File: config.mk
export PLATFORM = sky130hd
export DESIGN_NAME = ext_mem_bridge
export DESIGN_NICKNAME = d
export VERILOG_FILES = /design/src/rtl/ext_mem_bridge.sv
export SDC_FILE = /design/constraint.sdc
export NUM_CORES = 1
export LEC_CHECK = 0
export CAP_MARGIN = 20
export CELL_PAD_IN_SITES_DETAIL_PLACEMENT = 2
export CELL_PAD_IN_SITES_GLOBAL_PLACEMENT = 2
export CORE_ASPECT_RATIO = 1.4
export CORE_MARGIN = 4
export CORE_UTILIZATION = 30
export CTS_CLUSTER_DIAMETER = 50
export DETAILED_ROUTE_END_ITERATION = 16
export DONT_BUFFER_PORTS = 1
export GPL_ROUTABILITY_DRIVEN = 0
export PLACE_DENSITY = 0.74
export SLEW_MARGIN = 25
export SYNTH_ARGS = -nofsm -noshare
export SYNTH_HDL_FRONTEND = slang
export SYNTH_SLANG_ARGS = --single-unit
File: constraint.sdc
create_clock -name clk -period 3.3 [get_ports clk]
set_clock_uncertainty 0.2 [all_clocks]
set_input_delay 0.99 -clock clk [delete_from_list [all_inputs] [get_ports clk]]
set_output_delay 0.99 -clock clk [all_outputs]
set_load 0.01 [all_outputs]
File: src/rtl/ext_mem_bridge.sv
`default_nettype none
// ============================================================================
// Module   : ext_mem_bridge
// Purpose  : Byte-serial external memory bridge. Takes one CPU read/write
//            request at a time and moves it across a shared bidirectional pad
//            bus as BUS_W-wide beats: NA address beats (LS beat first), then
//            ND data beats. Every beat uses a 4-phase handshake (hs_out/hs_in).
//            hs_in is synchronised through two flops before it is used.
// Option   : `define MEMBRIDGE_ADDR_CACHE_EN enables an upper-address cache.
//            After a full address transfer it remembers
//            req_addr[ADDR_W-1:BUS_W]. A later request whose upper bits match
//            a valid entry sends only address beat 0. addr_inval clears the
//            entry. When the macro is undefined, no cache logic is built and
//            addr_inval is ignored.
// Ports    : clk, rst_n (async, active-low)
//            req_rd/req_wr/req_addr/req_wdata  request (held until req_done)
//            req_done/req_rdata                completion pulse, read data
//            addr_inval                        cache invalidate pulse
//            bus_in/bus_out/bus_oe             pad bus
//            bus_phase                         00 idle, 01 first addr beat,
//                                              11 later addr beat, 10 data
//            bus_rd/bus_wr                     transaction type
//            hs_out/hs_in                      strobe / async acknowledge
// Revision : 1.0 - initial release
// ============================================================================
module ext_mem_bridge #(
    parameter int ADDR_W = 16,
    parameter int DATA_W = 8,
    parameter int BUS_W  = 8
) (
    input  logic              clk,
    input  logic              rst_n,
    input  logic              req_rd,
    input  logic              req_wr,
    input  logic [ADDR_W-1:0] req_addr,
    input  logic [DATA_W-1:0] req_wdata,
    output logic              req_done,
    output logic [DATA_W-1:0] req_rdata,
    input  logic              addr_inval,
    input  logic [BUS_W-1:0]  bus_in,
    output logic [BUS_W-1:0]  bus_out,
    output logic [BUS_W-1:0]  bus_oe,
    output logic [1:0]        bus_phase,
    output logic              bus_rd,
    output logic              bus_wr,
    output logic              hs_out,
    input  logic              hs_in
);

    localparam int c_NA   = ADDR_W / BUS_W;
    localparam int c_ND   = DATA_W / BUS_W;
    localparam int c_MAXB = (c_NA > c_ND) ? c_NA : c_ND;
    localparam int c_IW   = (c_MAXB > 1) ? $clog2(c_MAXB) : 1;

    localparam logic [c_IW-1:0] c_LAST_A = c_IW'(c_NA - 1);
    localparam logic [c_IW-1:0] c_LAST_D = c_IW'(c_ND - 1);

    localparam logic [1:0] c_S_IDLE = 2'b00;
    localparam logic [1:0] c_S_ADDR = 2'b01;
    localparam logic [1:0] c_S_DATA = 2'b10;

    localparam logic [1:0] c_PH_IDLE   = 2'b00;
    localparam logic [1:0] c_PH_ADDR0  = 2'b01;
    localparam logic [1:0] c_PH_ADDRN  = 2'b11;
    localparam logic [1:0] c_PH_DATA   = 2'b10;

    logic              r_hs_meta;
    logic              r_hs_s;
    logic [1:0]        r_state;
    logic [c_IW-1:0]   r_beat;
    logic              r_hs_out;
    logic              r_done;
    logic              r_rd;
    logic              r_wr;
    logic              r_skip;
    logic [DATA_W-1:0] r_rdata;
    logic [DATA_W-1:0] r_shadow;

    logic              w_accept;
    logic              w_raise;
    logic              w_beat_done;
    logic              w_addr_last;
    logic              w_data_last;
    logic              w_capture;
    logic              w_store;
    logic              w_hit;
    logic [DATA_W-1:0] w_shadow_next;

    // Two-flop synchroniser; r_hs_s is the only consumer-visible ack.
    always_ff @(posedge clk or negedge rst_n) begin
        if (!rst_n) begin
            r_hs_meta <= 1'b0;
            r_hs_s    <= 1'b0;
        end else begin
            r_hs_meta <= hs_in;
            r_hs_s    <= r_hs_meta;
        end
    end

    // A stale ack (hs_s still high from the previous beat) blocks acceptance
    // so the first beat of the new request never sees an old acknowledge.
    assign w_accept    = (r_state == c_S_IDLE) && (req_rd || req_wr) && !r_done && !r_hs_s;
    assign w_raise     = (r_state != c_S_IDLE) && !r_hs_out && !r_hs_s;
    assign w_beat_done = (r_state != c_S_IDLE) && r_hs_out && r_hs_s;
    // A cache hit ends the address phase after beat 0.
    assign w_addr_last = (r_beat == c_LAST_A) || r_skip;
    assign w_data_last = (r_beat == c_LAST_D);
    assign w_capture   = w_beat_done && (r_state == c_S_DATA) && r_rd;
    assign w_store     = w_beat_done && (r_state == c_S_ADDR) && (r_beat == c_LAST_A) && !r_skip;

    // Bus drive is a pure function of state/beat, so it is stable for the
    // whole beat including the setup cycle before hs_out rises.
    always_comb begin
        bus_out   = '0;
        bus_oe    = '0;
        bus_phase = c_PH_IDLE;
        case (r_state)
            c_S_ADDR: begin
                bus_out   = req_addr[int'(r_beat)*BUS_W +: BUS_W];
                bus_oe    = '1;
                bus_phase = (r_beat == '0) ? c_PH_ADDR0 : c_PH_ADDRN;
            end
            c_S_DATA: begin
                bus_phase = c_PH_DATA;
                if (r_wr) begin
                    bus_out = req_wdata[int'(r_beat)*BUS_W +: BUS_W];
                    bus_oe  = '1;
                end
            end
            default: begin
                bus_out   = '0;
                bus_oe    = '0;
                bus_phase = c_PH_IDLE;
            end
        endcase
    end

    // Shadow with the current capture merged in, so the last beat's byte is
    // already present when req_rdata is loaded on the same edge.
    always_comb begin
        w_shadow_next = r_shadow;
        if (w_capture) begin
            w_shadow_next[int'(r_beat)*BUS_W +: BUS_W] = bus_in;
        end
    end

    always_ff @(posedge clk or negedge rst_n) begin
        if (!rst_n) begin
            r_shadow <= '0;
        end else begin
            r_shadow <= w_shadow_next;
        end
    end

    always_ff @(posedge clk or negedge rst_n) begin
        if (!rst_n) begin
            r_state  <= c_S_IDLE;
            r_beat   <= '0;
            r_hs_out <= 1'b0;
            r_done   <= 1'b0;
            r_rd     <= 1'b0;
            r_wr     <= 1'b0;
            r_skip   <= 1'b0;
            r_rdata  <= '0;
        end else begin
            r_done <= 1'b0;
            case (r_state)
                c_S_IDLE: begin
                    if (w_accept) begin
                        r_state <= c_S_ADDR;
                        r_beat  <= '0;
                        r_wr    <= req_wr;
                        r_rd    <= !req_wr;
                        r_skip  <= w_hit;
                    end
                end
                c_S_ADDR: begin
                    if (w_raise) begin
                        r_hs_out <= 1'b1;
                    end else if (w_beat_done) begin
                        r_hs_out <= 1'b0;
                        if (w_addr_last) begin
                            r_state <= c_S_DATA;
                            r_beat  <= '0;
                        end else begin
                            r_beat <= r_beat + c_IW'(1);
                        end
                    end
                end
                c_S_DATA: begin
                    if (w_raise) begin
                        r_hs_out <= 1'b1;
                    end else if (w_beat_done) begin
                        r_hs_out <= 1'b0;
                        if (w_data_last) begin
                            r_state <= c_S_IDLE;
                            r_beat  <= '0;
                            r_done  <= 1'b1;
                            r_rd    <= 1'b0;
                            r_wr    <= 1'b0;
                            r_skip  <= 1'b0;
                            if (r_rd) begin
                                r_rdata <= w_shadow_next;
                            end
                        end else begin
                            r_beat <= r_beat + c_IW'(1);
                        end
                    end
                end
                default: begin
                    r_state  <= c_S_IDLE;
                    r_hs_out <= 1'b0;
                end
            endcase
        end
    end

`ifdef MEMBRIDGE_ADDR_CACHE_EN
    generate
        if (c_NA > 1) begin : g_addr_cache
            logic [ADDR_W-BUS_W-1:0] r_tag;
            logic                    r_valid;

            always_ff @(posedge clk or negedge rst_n) begin
                if (!rst_n) begin
                    r_tag   <= '0;
                    r_valid <= 1'b0;
                end else begin
                    if (w_store) begin
                        r_tag <= req_addr[ADDR_W-1:BUS_W];
                    end
                    // Invalidate wins over a store in the same cycle.
                    if (addr_inval) begin
                        r_valid <= 1'b0;
                    end else if (w_store) begin
                        r_valid <= 1'b1;
                    end
                end
            end

            assign w_hit = r_valid && !addr_inval && (req_addr[ADDR_W-1:BUS_W] == r_tag);
        end else begin : g_no_cache
            logic w_unused_cache;
            assign w_hit          = 1'b0;
            assign w_unused_cache = addr_inval ^ w_store;
        end
    endgenerate
`else
    logic w_unused_cache;
    assign w_hit          = 1'b0;
    assign w_unused_cache = addr_inval ^ w_store;
`endif

    assign req_done  = r_done;
    assign req_rdata = r_rdata;
    assign bus_rd    = r_rd;
    assign bus_wr    = r_wr;
    assign hs_out    = r_hs_out;

endmodule
`default_nettype wire
* Word-level counts from Yosys, hierarchy flattened
Cells that the tools add are included.
** Storage, ports and cells
- Flip-flop bits (word level) :: 26
- Input port bits :: 38
- Output and inout bits :: 30
- Word-level logic and storage cells :: 94
** Cells by class
- $add $sub $neg :: 2
- Eq/ne operators :: 10
- Shifts and indexed selects :: 4
- Muxes and demuxes :: 39
- Bitwise gates (word level) :: 3
- Reductions and logical operators :: 25
** Operators by type and width (count)
- negator 4 -> 33 bit :: 1
- variable shift 8 x 33 -> 8 bit (first input constant) :: 1
- variable part select 8 x 33 -> 8 bit :: 1
- case mux 8 bit (2 select lines) :: 2
- two-way mux 8 bit :: 3
- two-way mux 1 bit :: 18
- two-way mux 2 bit :: 8
- variable part select 16 x 5 -> 8 bit :: 1
- inequality test 2 bit (second input constant) :: 7
- AND reduction 5 bit :: 2
- logical AND 1 bit :: 9
- bitwise mux 8 bit :: 1
- case mux 1 bit (2 select lines) :: 4
- variable part select 8 x 5 -> 8 bit :: 1
- AND reduction 7 bit :: 1
- case mux 2 bit (3 select lines) :: 1
- AND reduction 6 bit :: 1
- logical NOT 1 bit :: 4
- case mux 2 bit (2 select lines) :: 1
- nonzero test 2 bit :: 2
- inequality test 3 x 1 -> 1 bit (second input constant) :: 1
- inverter 1 bit :: 3
- case mux 1 bit (3 select lines) :: 1
- nonzero test 3 bit :: 1
- 7 further kinds :: 8

* Longest topological paths before layout
Gate-level depths: netlist of the first run.
- Word-level depth :: 6
- Gate-level depth with buffers :: 7
- Mapped depth without buffers :: 6

* Worst setup path before layout of the first run
OpenSTA, ideal clock, no wires.
- Kind :: register -> output
- Start point :: register r_state[1]
- End point :: output bus_oe[1]
- Data arrival time :: 1.732 ns
- Data required time :: 2.110 ns
- Path slack :: 0.378 ns
- Stages on the path, launching flop included :: 7
- Buffers on the path :: 2
- Cells stage by stage :: dfrtp_1 > inv_1 > ha_1 > buf_1 > a21oi_1 > nor2b_1 > buf_4
** Between the ends
- Word-level cells in the longest chain between the ends :: 2
- Elaborated cells on any way between the ends :: 3
- Classes of those cells :: 2 x eq/ne; 1 x mux
** RTL lines
- start: declaration :: line 69 : logic [1:0] r_state;
- start signal: assignment :: line 157 : r_state <= c_S_IDLE;
- start signal: assignment :: line 170 : r_state <= c_S_ADDR;
- start signal: assignment :: line 183 : r_state <= c_S_DATA;
- == test 2 bit or == test 2 x 1 -> 1 bit (tied branches) :: line 117 : case (r_state)
- case mux 8 bit (2 select lines) * :: line 117
- end: declaration :: line 42 : output logic [BUS_W-1:0] bus_oe,
Every way passes the cells marked *; elsewhere a longest branch is shown, timed or not.

* Final worst setup path of the first run
- Start point :: register r_state[0]
- End point :: output bus_out[1]
** Between the ends
- Word-level cells in the longest chain between the ends :: 2
- Elaborated cells on any way between the ends :: 3
- Classes of those cells :: 2 x eq/ne; 1 x mux
** RTL lines
- == test 2 bit or == test 2 x 1 -> 1 bit (tied branches) :: line 117
- case mux 8 bit (2 select lines) * :: line 117
- end: declaration :: line 41 : output logic [BUS_W-1:0] bus_out,
Marked as above.

==> reports/qor.yml, run 1 <==
ys_seq_area_frac: 0.3680
nFillCells: 421
ys_async_sr_fraction: 1.000
vdd_drop_max_uv: 367.0
remaining_drc_errors: 0
postPlaceCellArea_um2: 1132
syn_nets: 149
post-route-util: 0.3203
timing.final.ws_setup_ps: 232.4
drive_gt1_frac: 0.2970
tritoncts: "done"
die_h_um: 81.45
root_buffer: "clkbuf_8"
start_kind: "register"
arrival_ps: 1880
drt-wirelength-per-cell_um: 19.27
cts_resized: 0
ios: 68
synth_flop_cell: "dfrtp_1"
grt_first_pass_wirelength_um: 4360
pre_cts_slack_ps: 453.4
layout.nets: 144
period_minus_slack_ps: 3068
die_x_um: 60.47
whs_endpoint: "r_hs_s"
synth_warnings: 0
area.growth.synth_to_final_pct: 1.840
clock_sinks: 17
path_buf_inv: 1
cts.clk_slew.worst_paths_ps: 60
die-area_um2: 4925
outcome: "finished, final reports clean"
fmax_mhz: 326.0
cp.required_ps: 2110
syn_area_um2: 1156
cts_buffer_depth: 2
r2r_slack_ps: 1150
cts_buffers: 3
drv_slew: 0
cp_cell_sequence: "inv_1 -> ha_1 -> nor2b_2 -> and2_1 -> a22oi_1 -> nor2b_1"
cts.hold.buffers_added: 0
synth_edf_count: 0
power.density_nw_per_um2: 842.9
r2r_cells: 6
grt_max_degree: 18
synthCells: 107
multi_input_comb_area_um2: 616.8
worstReg2RegStart: "r_state[1]"
leakage_nw: 0.5116
power.total_mw: 0.9924
fin_setup_tns_ps: 0
antenna_found_initial: 0
hold_viol_final: 0
totalWireLength_um: 2755
synthTopCellsByArea: "dfrtp_1 (37%), mux2_2 (14%), nor2b_1 (5.4%)"
diodes: 0
hp-start: "r_hs_meta"
grt_overflow: 0
dr.pass1.iters: 4
post_cts_buffers: 0
yosys.area.top_type: "dfrtp_1"
slowest_stage: "dfrtp_1"
slowest_delay_ps: 400
finalCritPeriodShare: 0.9296
htreeDepth: 1
synth.distinct_cells: 37
crit_family: "simple AND/OR/NAND/NOR gates"
hold_path_class: "reg -> reg"
core-area_um2: 3676
ant_nets: 0
dp_hpwl_um: 2299
io_buffer_count: 0
clock_latency_ps: 250
rows: 26
r2r_end: "bus_rd"
rsz0062_at_grt: "no"
first_global_vias: 904
synth_top_area_share: 0.3680
critPathKind: "reg -> out"
whs_path_depth: 0
seq_area_um2: 425.4
ys_ff_latch: 17
cp_max_fo: 8
grt_use_total: 0.1144
vias: 809
maxSlewHeadroom: 0.6828
drtIter0Drc: 15
final_cell_area_um2: 1177
syn_area_per_cell_um2: 10.80
avgViaCountPerCell: 5.657
endpoint_kind: "output port"
initial_utilization: 0.3145
tightest_slew_ps: 475.8
setup_viol: 0
cap_violations: 0
-- how the worst max path moves through the flow --
stage | startpoint | endpoint | slack, ps | depth (start not counted)
after global placement | r_state[0] | bus_out[5] | 560 | 6
after CTS | r_state[0] | bus_out[1] | 180 | 6
after global routing | r_state[0] | bus_out[1] | 50 | 6
after detailed placement | r_state[0] | bus_out[1] | 450 | 6
after floorplan | r_state[1] | bus_oe[1] | 380 | 6
final | r_state[0] | bus_out[1] | 230 | 6
-- flip-flops by register name, summed over array words and instances, names as in the netlist --
| name | flops |
|---|---|
| bus_wr | 1 |
| r_beat | 1 |
| r_hs_s | 1 |
| r_hs_meta | 1 |
| req_rdata | 8 |
| bus_rd | 1 |
| hs_out | 1 |
| r_state | 2 |
| req_done | 1 |
-- power breakdown --
part | leakage, nW | internal, mW | switching [mW]
clock network | 0.0228 | 0.0855 | 0.0665
logic | 0.264 | 0.221 | 0.299
registers | 0.224 | 0.254 | 0.0671
-- layer usage --
| layer | GRT usage | up-vias | part of all wire |
|---|---|---|---|
| met5 | 0 | - | 0 |
| met4 | 0.03254 | 0 | 0 |
| met3 | 0.03931 | 0 | 0.13 |
| met2 | 0.2165 | 50 | 0.53 |
| met1 | 0.1153 | 398 | 0.34 |
| li1 | - | 361 | - |
-- cell families (layout without fill, tap and decap cells) --
kind of cell / after synthesis / in the layout / share of synthesized area
AOI/OAI and AO/OA: 20 / 20 / 0.1299
adders and majority gates: 4 / 4 / 0.04329
buffers and inverters: 17 / 11 / 0.1006
DFF: 17 / 17 / 0.3680
muxes: 19 / 19 / 0.1905
and+or+nand+nor: 30 / 30 / 0.1678
-- per-stage QoR --
stage	hold WS, ps	std cells
after floorplan	131.2	107
after global placement	137.0	139
after detailed placement	137.1	139
after CTS	152.1	143
after global routing	172.8	143
final	150.3	143
-- cell usage after synthesis (2+ instances only) --
master   count
mux2_2      14
a22oi_1      8
a21oi_1      2
mux2_4       2
nor2_1       2
inv_1        4
nor3_1       2
buf_2        2
nand2_1      6
ha_1         4
o21ai_0      3
buf_4        7
dfrtp_1     17
nor2b_1     10
mux2_1       2
-- cell type report --
class	count	share of cell area
multi-input cells	73	0.5239
flip-flops and latches	17	0.3613
well taps	42	0.04463
clock buffers	4	0.03826
repair buffers	3	0.01913
inverters	4	0.01275
-- cell usage in the layout (no fill, tap or decap), drive strengths merged, types with 2 or more instances in the layout --
| cell | count |
|---|---|
| a21oi | 2 |
| a22oi | 8 |
| buf | 3 |
| clkbuf | 4 |
| dfrtp | 17 |
| ha | 4 |
| inv | 4 |
| mux2 | 18 |
| nand2 | 6 |
| nor2 | 2 |
| nor2b | 11 |
| nor3 | 2 |
| o21ai | 3 |
(Power assumes the default switching activity.)
==> inputs of run 2 (changes only) <==
- SKIP_CTS_REPAIR_TIMING: not set -> 1
==> results of run 2 <==
Same layout as run 1: the final DEF is identical, and so are final timing and power.
